**config.mk**
```make
export PLATFORM = sky130hd
export DESIGN_NAME = stopwatch_lap_ctrl
export DESIGN_NICKNAME = d
export VERILOG_FILES = /design/src/rtl/stopwatch_pkg.sv /design/src/rtl/stopwatch_lap_ctrl_lap_fifo.sv /design/src/rtl/stopwatch_lap_ctrl.sv
export SDC_FILE = /design/constraint.sdc
export NUM_CORES = 1
export LEC_CHECK = 0
export ABC_AREA = 1
export CORE_ASPECT_RATIO = 1.25
export CORE_MARGIN = 4
export CORE_UTILIZATION = 42
export CTS_BUF_LIST = sky130_fd_sc_hd__clkbuf_16
export CTS_CLUSTER_DIAMETER = 120
export CTS_CLUSTER_SIZE = 14
export DETAILED_ROUTE_END_ITERATION = 10
export GPL_TIMING_DRIVEN = 1
export HOLD_SLACK_MARGIN = 0.06
export SETUP_SLACK_MARGIN = 0.5
export SLEW_MARGIN = 40
export SYNTH_ARGS = -nofsm -noshare
export SYNTH_HDL_FRONTEND = slang
export SYNTH_SLANG_ARGS = --single-unit
export TNS_END_PERCENT = 10
```
**constraint.sdc**
```tcl
create_clock -name clk_core -period 8.65 [get_ports clk_core]
set_input_delay 1.73 -clock clk_core [delete_from_list [all_inputs] [get_ports clk_core]]
set_output_delay 1.73 -clock clk_core [all_outputs]
set_load 0.01 [all_outputs]
```
**src/rtl/stopwatch_pkg.sv**
```systemverilog
// Shared types and time arithmetic for the multi-lap stopwatch controller.
package stopwatch_pkg;

    typedef enum logic [1:0] {
        STOP_LIVE   = 2'd0,
        RUN_LIVE    = 2'd1,
        RUN_FROZEN  = 2'd2,
        STOP_FROZEN = 2'd3
    } sw_state_e;

    localparam logic [6:0] MS10_MAX = 7'd99;
    localparam logic [5:0] SEC_MAX  = 6'd59;
    localparam int         TIME_W   = 19;

    typedef struct packed {
        logic [5:0] min;
        logic [5:0] sec;
        logic [6:0] ms_10;
    } sw_time_t;

    function automatic sw_time_t time_inc(input sw_time_t t, input logic [5:0] min_max);
        sw_time_t r;
        r = t;
        if (t.ms_10 < MS10_MAX) begin
            r.ms_10 = t.ms_10 + 7'd1;
        end else begin
            r.ms_10 = '0;
            if (t.sec < SEC_MAX) begin
                r.sec = t.sec + 6'd1;
            end else begin
                r.sec = '0;
                if (t.min < min_max) r.min = t.min + 6'd1;
                else                 r.min = '0;
            end
        end
        return r;
    endfunction

    // a - b with per-digit borrow; a negative minute difference wraps by (min_max+1).
    function automatic sw_time_t time_sub(input sw_time_t a, input sw_time_t b,
                                          input logic [5:0] min_max);
        sw_time_t   r;
        logic       b_ms;
        logic       b_sec;
        logic       b_min;
        logic [7:0] ms;
        logic [6:0] sec;
        logic [6:0] mn;
        b_ms  = (a.ms_10 < b.ms_10);
        ms    = {1'b0, a.ms_10} - {1'b0, b.ms_10} + (b_ms ? 8'd100 : 8'd0);
        b_sec = ({1'b0, a.sec} < ({1'b0, b.sec} + {6'd0, b_ms}));
        sec   = {1'b0, a.sec} - {1'b0, b.sec} - {6'd0, b_ms} + (b_sec ? 7'd60 : 7'd0);
        b_min = ({1'b0, a.min} < ({1'b0, b.min} + {6'd0, b_sec}));
        mn    = {1'b0, a.min} - {1'b0, b.min} - {6'd0, b_sec}
              + (b_min ? ({1'b0, min_max} + 7'd1) : 7'd0);
        r.ms_10 = ms[6:0];
        r.sec   = sec[5:0];
        r.min   = mn[5:0];
        return r;
    endfunction

endpackage

```
**src/rtl/stopwatch_lap_ctrl_lap_fifo.sv**
```systemverilog
// Circular lap-time buffer: overwrite-oldest on full, registered pop port with valid strobe.
module lap_fifo
    import stopwatch_pkg::*;
#(
    parameter int DEPTH = 8
) (
    input  logic                     clk,
    input  logic                     rst_n,
    input  logic                     i_clr,
    input  logic                     i_push,
    input  sw_time_t                 i_data,
    input  logic                     i_pop,
    output sw_time_t                 o_data,
    output logic                     o_vld,
    output logic [$clog2(DEPTH):0]   o_cnt,
    output logic                     o_ovf
);

    localparam int AW = $clog2(DEPTH);
    localparam logic [AW:0] FULL_CNT = (AW + 1)'(DEPTH);

    sw_time_t      r_mem [DEPTH];
    sw_time_t      r_data;
    logic [AW-1:0] r_wr;
    logic [AW-1:0] r_rd;
    logic [AW:0]   r_cnt;
    logic          r_ovf;
    logic          r_vld;

    logic w_full;
    logic w_push;
    logic w_pop;

    assign w_full = (r_cnt == FULL_CNT);
    assign w_push = i_push & ~i_clr;
    assign w_pop  = i_pop & (r_cnt != '0) & ~i_clr;

    always_ff @(posedge clk) begin
        if (w_push) r_mem[r_wr] <= i_data;
    end

    // A simultaneous pop frees the oldest slot, so push+pop never counts as an overwrite.
    always_ff @(posedge clk or negedge rst_n) begin
        if (!rst_n) begin
            r_wr   <= '0;
            r_rd   <= '0;
            r_cnt  <= '0;
            r_ovf  <= 1'b0;
            r_vld  <= 1'b0;
            r_data <= '0;
        end else begin
            r_vld <= w_pop;
            if (i_clr) begin
                r_wr  <= '0;
                r_rd  <= '0;
                r_cnt <= '0;
                r_ovf <= 1'b0;
            end else begin
                if (w_pop) r_data <= r_mem[r_rd];
                if (w_push) r_wr <= r_wr + 1'b1;
                if (w_pop || (w_push && w_full)) r_rd <= r_rd + 1'b1;
                if (w_push && w_full && !w_pop) r_ovf <= 1'b1;
                if (w_push && !w_pop && !w_full)  r_cnt <= r_cnt + 1'b1;
                else if (w_pop && !w_push)        r_cnt <= r_cnt - 1'b1;
            end
        end
    end

    assign o_data = r_data;
    assign o_vld  = r_vld;
    assign o_cnt  = r_cnt;
    assign o_ovf  = r_ovf;

endmodule

```
**src/rtl/stopwatch_lap_ctrl.sv**
```systemverilog
// Stopwatch with prescaler, min:sec.10ms counter, freeze-on-lap display and lap buffer.
// Define STOPWATCH_SPLIT_EN to store split times (since previous lap/clear) instead of absolute.
module stopwatch_lap_ctrl
    import stopwatch_pkg::*;
#(
    parameter int TICK_DIV  = 500000,
    parameter int LAP_DEPTH = 8,
    parameter int MIN_MAX   = 59
) (
    input  logic                         clk_core,
    input  logic                         rst,
    input  logic                         start_stop,
    input  logic                         lap,
    input  logic                         clear,
    input  logic                         lap_rd,
    output logic [5:0]                   min_o,
    output logic [5:0]                   sec_o,
    output logic [6:0]                   ms_10_o,
    output logic                         running,
    output logic                         frozen,
    output logic [5:0]                   lap_min,
    output logic [5:0]                   lap_sec,
    output logic [6:0]                   lap_ms_10,
    output logic                         lap_vld,
    output logic [$clog2(LAP_DEPTH):0]   lap_cnt,
    output logic                         lap_ovf
);

    localparam int          PW         = $clog2(TICK_DIV);
    localparam logic [PW-1:0] PRESC_LAST = PW'(TICK_DIV - 1);
    localparam logic [5:0]  MIN_MAX_L  = 6'(MIN_MAX);

    sw_state_e     r_state;
    sw_state_e     w_next;
    logic [PW-1:0] r_presc;
    sw_time_t      r_time;
    sw_time_t      r_disp;
    sw_time_t      w_push_val;
    sw_time_t      w_lap_data;

    logic w_conflict;
    logic w_ss;
    logic w_lap;
    logic w_clr;
    logic w_push;
    logic w_do_clear;
    logic w_run;
    logic w_live;
    logic w_tick;

    // Two or more commands in one cycle are ambiguous, so the whole command is dropped.
    assign w_conflict = (start_stop & lap) | (start_stop & clear) | (lap & clear);
    assign w_ss       = start_stop & ~w_conflict;
    assign w_lap      = lap & ~w_conflict;
    assign w_clr      = clear & ~w_conflict;

    assign w_run  = (r_state == RUN_LIVE) || (r_state == RUN_FROZEN);
    assign w_live = (r_state == RUN_LIVE) || (r_state == STOP_LIVE);
    assign w_tick = w_run && (r_presc == PRESC_LAST);

    always_comb begin
        w_next     = r_state;
        w_push     = 1'b0;
        w_do_clear = 1'b0;
        case (r_state)
            STOP_LIVE: begin
                if (w_ss)       w_next = RUN_LIVE;
                else if (w_clr) w_do_clear = 1'b1;
            end
            RUN_LIVE: begin
                if (w_ss) begin
                    w_next = STOP_LIVE;
                end else if (w_lap) begin
                    w_next = RUN_FROZEN;
                    w_push = 1'b1;
                end
            end
            RUN_FROZEN: begin
                if (w_ss) begin
                    w_next = STOP_FROZEN;
                end else if (w_lap) begin
                    w_next = RUN_LIVE;
                    w_push = 1'b1;
                end
            end
            STOP_FROZEN: begin
                if (w_ss) begin
                    w_next = RUN_FROZEN;
                end else if (w_lap) begin
                    w_next = STOP_LIVE;
                end else if (w_clr) begin
                    w_next     = STOP_LIVE;
                    w_do_clear = 1'b1;
                end
            end
            default: w_next = STOP_LIVE;
        endcase
    end

    always_ff @(posedge clk_core or negedge rst) begin
        if (!rst) r_state <= STOP_LIVE;
        else      r_state <= w_next;
    end

    always_ff @(posedge clk_core or negedge rst) begin
        if (!rst) begin
            r_presc <= '0;
            r_time  <= '0;
        end else if (w_do_clear) begin
            r_presc <= '0;
            r_time  <= '0;
        end else if (w_run) begin
            if (w_tick) begin
                r_presc <= '0;
                r_time  <= time_inc(r_time, MIN_MAX_L);
            end else begin
                r_presc <= r_presc + 1'b1;
            end
        end
    end

    // The freeze edge is still a LIVE cycle, so the held value equals the pushed time.
    always_ff @(posedge clk_core or negedge rst) begin
        if (!rst)        r_disp <= '0;
        else if (w_live) r_disp <= r_time;
    end

`ifdef STOPWATCH_SPLIT_EN
    sw_time_t r_last;

    always_ff @(posedge clk_core or negedge rst) begin
        if (!rst)            r_last <= '0;
        else if (w_do_clear) r_last <= '0;
        else if (w_push)     r_last <= r_time;
    end

    assign w_push_val = time_sub(r_time, r_last, MIN_MAX_L);
`else
    assign w_push_val = r_time;
`endif

    lap_fifo #(
        .DEPTH (LAP_DEPTH)
    ) u_lap_fifo (
        .clk    (clk_core),
        .rst_n  (rst),
        .i_clr  (w_do_clear),
        .i_push (w_push),
        .i_data (w_push_val),
        .i_pop  (lap_rd),
        .o_data (w_lap_data),
        .o_vld  (lap_vld),
        .o_cnt  (lap_cnt),
        .o_ovf  (lap_ovf)
    );

    assign min_o     = r_disp.min;
    assign sec_o     = r_disp.sec;
    assign ms_10_o   = r_disp.ms_10;
    assign running   = w_run;
    assign frozen    = (r_state == RUN_FROZEN) || (r_state == STOP_FROZEN);
    assign lap_min   = w_lap_data.min;
    assign lap_sec   = w_lap_data.sec;
    assign lap_ms_10 = w_lap_data.ms_10;

endmodule

```
# ---- Word level (Yosys, flattened, before mapping)
# Memory sizes are Yosys's and may differ from the RTL's. A register that Yosys moved wholly into a read port is not among the register bits.
# Index checks and enable logic that the tools add are counted.
dict set report word_totals {
  regBits 71
  ram_bits 152
  input_bits 6
  output_inout_bits 46
  elab_cells 116
  n_memories 1
}
dict set report classes {
  n_addsub 8
  n_lt_le_gt_ge 3
  n_eq_ne 11
  n_mux 39
  bitwise 13
  reduce_logical 28
}
# memory depth width read_ports rd_clocked_by_memory_dff write_ports line_no
set memory_table {}
lappend memory_table {u_lap_fifo.r_mem 8 19 1 1 1 stopwatch_lap_ctrl_lap_fifo.sv:22} ;# sw_time_t r_mem [DEPTH];
# cell n
set op_table {}
lappend op_table {{19-bit 2-to-1 mux} 6}
lappend op_table {{19-bit by 1-bit adder with 19-bit output (second input constant)} 1}
lappend op_table {{19-bit == test (second input constant)} 1}
lappend op_table {{6-bit 2-to-1 mux} 3}
lappend op_table {{2-bit 2-to-1 mux} 8}
lappend op_table {{6-bit by 1-bit adder with 6-bit output (second input constant)} 2}
lappend op_table {{6-bit < comparator (second input constant)} 2}
lappend op_table {{12-bit 2-to-1 mux} 1}
lappend op_table {{3-bit 2-to-1 mux} 4}
lappend op_table {{4-bit 2-to-1 mux} 3}
lappend op_table {{1-bit 2-to-1 mux} 11}
lappend op_table {{2-bit nonzero test} 5}
lappend op_table {{1-bit bitwise AND} 9}
lappend op_table {{2-bit case mux with 4 select lines} 1}
lappend op_table {{4-bit AND reduction} 2}
lappend op_table {{7-bit by 1-bit adder with 7-bit output (second input constant)} 1}
lappend op_table {{7-bit < comparator (second input constant)} 1}
lappend op_table {{7-bit 2-to-1 mux} 1}
lappend op_table {{3-bit by 1-bit adder with 3-bit output (second input constant)} 2}
lappend op_table {{1-bit logical AND} 6}
lappend op_table {{3-bit inequality test (second input constant)} 2}
lappend op_table {{4-bit by 1-bit adder with 4-bit output (second input constant)} 1}
lappend op_table {{2-bit == test (second input constant)} 2}
lappend op_table {{4-bit == test (second input constant)} 1}
lappend op_table {{other kinds (16)} 26}

# ---- Depth between registers and ports, before layout
dict set report logic_depth {
  ltp_word 16
  depth_mapped 17
  depth_no_buf 17
}

# ---- Modules after synthesis
# From an unflattened synthesis, not the netlist that was laid out.
dict set report unflattened {
  hier_cells 980
  area_unflattened_um2 10681.5
}
# mod instances cells_per_inst area_each_um2 seq_area_each_um2
set by_module_without_submodules {}
lappend by_module_without_submodules {lap_fifo 1 584 7438.4 5340.1}
lappend by_module_without_submodules {stopwatch_lap_ctrl 1 396 3243.1 1476.4}

# ---- Least setup slack after synthesis
# Ideal clock, no wire load.
dict set report synth_timing {
  path_type {input -> register}
  startpoint {input port start_stop}
  endpoint {memory u_lap_fifo.r_mem[6][0] (netlist name) (enable)}
  setup_ns 0.419
  arrival_ns 3.677
  required_ns 8.231
  setup_slack_ns 4.554
  cell_stages 5
  path_buffers 0
  path_cell_list {inv_1 nand3_1 nor2_1 nand2_1 nor3_1}
}
dict set report synth_between {
  elab_chain_cells 13
  word_cells_on_any_way 20
  classes_between {10 x mux; 10 x bitwise}
}
# item line_no
set synth_lines {}
lappend synth_lines {{start: declaration} stopwatch_lap_ctrl.sv:12} ;# input logic start_stop,
lappend synth_lines {{1-bit bitwise AND} stopwatch_lap_ctrl.sv:52} ;# assign w_conflict = (start_stop & lap) | (start_stop & clear) | (lap & clear);
lappend synth_lines {{1-bit OR (2 in a row)} stopwatch_lap_ctrl.sv:52}
lappend synth_lines {{1-bit inverter} {stopwatch_lap_ctrl.sv:53, stopwatch_lap_ctrl.sv:54, stopwatch_lap_ctrl.sv:55}}
lappend synth_lines {{1-bit bitwise AND} stopwatch_lap_ctrl.sv:55} ;# assign w_clr = clear & ~w_conflict;
lappend synth_lines {{1-bit 2-to-1 mux} {stopwatch_lap_ctrl.sv:68, stopwatch_lap_ctrl.sv:91}}
lappend synth_lines {{1-bit 2-to-1 mux} stopwatch_lap_ctrl.sv:89} ;# end else if (w_lap) begin
lappend synth_lines {{1-bit 2-to-1 mux} stopwatch_lap_ctrl.sv:87} ;# if (w_ss) begin
lappend synth_lines {{1-bit case mux with 2 select lines} stopwatch_lap_ctrl.sv:65} ;# case (r_state)
lappend synth_lines {{1-bit inverter (no line)} --}
lappend synth_lines {{1-bit bitwise AND (*)} stopwatch_lap_ctrl_lap_fifo.sv:35} ;# assign w_push = i_push & ~i_clr;
lappend synth_lines {{1-bit 2-to-1 mux (*)} stopwatch_lap_ctrl_lap_fifo.sv:39} ;# if (w_push) r_mem[r_wr] <= i_data;
lappend synth_lines {{1-bit 2-to-1 mux (implied by the code) (*)} stopwatch_lap_ctrl_lap_fifo.sv:39}
lappend synth_lines {{end: declaration} stopwatch_lap_ctrl_lap_fifo.sv:22}
# Every way passes the cells marked *; elsewhere a longest branch is shown, timed or not.

# ---- Worst setup path after layout
dict set report layout_timing {
  startpoint {input port clear}
  endpoint {memory u_lap_fifo.r_mem[6][14] (netlist name) (enable)}
}
dict set report layout_between {
  elab_chain_cells 13
  word_cells_on_any_way 20
  classes_between {10 x mux; 10 x bitwise}
}
# item line_no
set layout_lines {}
lappend layout_lines {{start: declaration} stopwatch_lap_ctrl.sv:14} ;# input logic clear,
lappend layout_lines {{1-bit bitwise AND} stopwatch_lap_ctrl.sv:52}
lappend layout_lines {{1-bit OR (2 in a row)} stopwatch_lap_ctrl.sv:52}
lappend layout_lines {{1-bit inverter} {stopwatch_lap_ctrl.sv:53, stopwatch_lap_ctrl.sv:54, stopwatch_lap_ctrl.sv:55}}
lappend layout_lines {{1-bit bitwise AND} stopwatch_lap_ctrl.sv:55}
lappend layout_lines {{1-bit 2-to-1 mux} {stopwatch_lap_ctrl.sv:68, stopwatch_lap_ctrl.sv:91}}
lappend layout_lines {{1-bit 2-to-1 mux} stopwatch_lap_ctrl.sv:89}
lappend layout_lines {{1-bit 2-to-1 mux} stopwatch_lap_ctrl.sv:87}
lappend layout_lines {{1-bit case mux with 2 select lines} stopwatch_lap_ctrl.sv:65}
lappend layout_lines {{1-bit inverter (no line)} --}
lappend layout_lines {{1-bit bitwise AND (*)} stopwatch_lap_ctrl_lap_fifo.sv:35}
lappend layout_lines {{1-bit 2-to-1 mux (*)} stopwatch_lap_ctrl_lap_fifo.sv:39}
lappend layout_lines {{1-bit 2-to-1 mux (implied by the code) (*)} stopwatch_lap_ctrl_lap_fifo.sv:39}
# Marked as above.

==> results.ini <==
[worst_setup_path]
cp_num_buf_inv=3
critical_path.max_stage_delay_ps=580
path_max_fanout=13
critPathKind=input port to register
start_kind=input port
slowest_stage=nor3_2
worstPathArrival_ps=4120
endpoint_kind=register
worstPathCellList=clkdlybuf4s50_1, inv_1, nand3_1, nor2_1, nand2_1, nor3_2, buf_4
worstPathRequired_ps=8840
path_delay_family=simple AND/OR/NAND/NOR gates

[sta]
tightestPinTransition_ps=767
fin_ws_ps=4720
slew_violations=0
finClkSkew_ps=22.7
rsz0062_at_grt=no
period_share_pct=45.4
fin_tns_setup_ps=0
timing.final.crit_period_ps=3930
relSlewSlack_pct=48.9
fmax_mhz=255
finalSetupViolations=0
final_hold_viol_count=0

[synthesis]
netlist_area_mm2=0.0104
dominantRegCellSynth=edfxtp_1
synthArstFlopShare_pct=37.2
synth.yosys.seq_area_share_pct=65.8
ys_seq_elements=242
yosys_warnings=0
synth.distinct_cells=36
synth.avg_cell_area_um2=10.7
synth-edff-count=152
syn_nets=983
netlist_instances=964

[die]
core_area_mm2=0.0244
die_area_mm2=0.0273
initial_utilization_pct=42.4
fp.dieH_um=184
rows=64
die_w_um=148
ioPinCount=52

[drt]
drt_iter0_drc=492
met1_length_um=9570
drc=0
wire_per_inst_um=16.6
dr_wl_met2_um=11400
drtAntennaViolNets=0
vias=6996
highest_layer=met4
via_per_inst=5.19
wl_met3_um=923
wirelength_um=22400
first_pass_iters=5

[power]
leakage_nw=4.75
peakVddDrop_mv=0.200
p_per_area_mw_per_mm2=293

[clock_network]
clk_pin_slew_worst_paths_ps=70
cts_buffers=21
cts_sinks=242
ctsHtreeMaxLevel=1
postCtsHoldBufs=0
cts_root_buffer=clkbuf_16
post-cts-setup-buffer-count=0
cts_tree=built
cts_buffer_depth=3
ctsResizeCount=0
clock_latency_ps=510

[place]
dp_cells=1310
place_congestion=0.817
post-place-ws_ps=4240
hpwl_um=14300
port_buffers=51

[worst_hold_path]
hold_class=register to register

[outcome]
outcome=completed

[layout]
nNetsFinal=1022
fin_cells=1348
drive_gt1_share_pct=7.86
diodes=0
syn_to_final_growth_pct=13.9
n_fill_cell=2250

[global_route]
grt_pass1_vias=7169
grt_usage_pct=16.9
antenna_found_initial=0
grt_pass1_wl_um=37000
grt_max_degree=78
grt_remaining_overflow=0

[job]
maxCapViolCount=0

-- per-stage QoR --
step	hold slack [ps]	power (mW)	area (µm²)	utilization (%)
finish	487	3.46	11800	48.3
global route	508	3.71	11800	48.3
CTS	496	3.51	11800	48.3
detailed placement	479	2.66	11200	45.9
global placement	472	2.64	11200	45.7
floorplan	475	2.25	10400	-
-- cell families (layout without fill, tap and decap cells) --
| kind of cell | Yosys count | in the layout | synth area share, % |
|---|---|---|---|
| xor gates and xnor gates | 7 | 7 | 0.592 |
| and+or+nand+nor | 391 | 391 | 16.2 |
| muxes | 7 | 7 | 0.761 |
| adders and majority gates | 13 | 13 | 1.64 |
| AOI/OAI and AO/OA | 192 | 192 | 10.5 |
| DFF | 242 | 242 | 65.8 |
| buffers and inverters | 112 | 166 | 4.47 |
-- worst reg2reg max path, delay by kind of cell (launching register included) --
family	cells	cell delay (ps)
adders and majority gates	1	410
and+or+nand+nor	3	1400
buffers and inverters	3	550
DFF	1	400
-- registers in the layout (all words and copies together), names as in the netlist --
| register | flops |
|---|---|
| min_o | 6 |
| ms_10_o | 7 |
| r_presc | 19 |
| r_state | 2 |
| r_time | 19 |
| sec_o | 6 |
| u_lap_fifo.o_cnt | 4 |
| u_lap_fifo.o_data | 19 |
| u_lap_fifo.o_ovf | 1 |
| u_lap_fifo.o_vld | 1 |
| u_lap_fifo.r_mem | 152 |
| u_lap_fifo.r_rd | 3 |
| u_lap_fifo.r_wr | 3 |
-- layout make-up --
cell class / count / area [µm²] / area share (%)
clock inverter: 17 / 76.3 / 0.647
multi-input combinational: 610 / 3140 / 26.6
timing repair buffer: 58 / 564 / 4.78
sequential: 242 / 6820 / 57.8
clock buffer: 21 / 526 / 4.45
tap: 330 / 413 / 3.50
inverter: 70 / 263 / 2.23
-- path summary, 6_finish.rpt --
kind	startpoint	slack (ps)	end	cells after the start
min	ms_10_o[5]	490	ms_10_o[5]	2
max in group asynchronous	rst	6570	u_lap_fifo.r_rd[2]	2
max reg2reg	r_state[0]	5580	u_lap_fifo.r_mem[6][14]	7
min reg2reg	ms_10_o[5]	490	ms_10_o[5]	2
min in group asynchronous	rst	1100	u_lap_fifo.o_data[5]	1
max	clear	4720	u_lap_fifo.r_mem[6][14]	7
-- cell usage in the layout, fill, tap and decap left out, types with 3 or more instances in the layout --
cell,n
nand3_1,61
xor2_1,6
o21ai_0,107
a21oi_1,7
o22ai_1,38
clkdlybuf4s50_1,50
a31oi_1,3
nand2_2,8
ha_1,12
nand4_1,16
nand2_1,151
nor2_4,6
or2_2,7
buf_4,7
inv_1,78
mux2_2,7
clkbuf_16,21
nor3_1,15
nor2_1,117
edfxtp_1,152
o21ai_2,5
o21a_1,21
dfrtp_1,88
inv_2,6
o21ai_1,9
-- cell usage after synthesis, types with 2 or more instances --
master,n,area [µm²]
edfxtp_1,152,4560
nand2_1,151,567
nor2_1,124,465
o21ai_0,107,536
dfrtp_1,90,2250
inv_1,65,244
nand3_1,62,310
o22ai_1,38,238
clkbuf_1,22,82.6
o21a_1,21,158
nor3_1,17,85.1
nand4_1,16,100
buf_2,15,75.1
ha_1,12,150
o21ai_1,9,45.0
nand2_2,8,50.1
a21oi_1,7,35.0
mux2_2,7,78.8
or2_2,7,43.8
xor2_1,6,52.6
o21ai_2,5,43.8
inv_2,4,15.0
a31oi_1,3,18.8
buf_4,2,15.0
buf_6,2,22.5
nand4_2,2,25.0
-- routing by layer --
metal | vias to the layer above | GRT usage [%]
met5 | - | 0
li1 | 3428 | -
met1 | 3403 | 21.8
met4 | 0 | 4.62
met2 | 125 | 30.1
met3 | 40 | 1.97
-- power by group --
part	switching, mW	total [mW]	internal [mW]	leakage (nW)
clock network	0.401	0.843	0.443	0.349
registers	0.144	1.51	1.37	2.73
logic	0.677	1.11	0.432	1.67
total	1.22	3.46	2.24	4.75
Power figures use the tool's default switching activity.
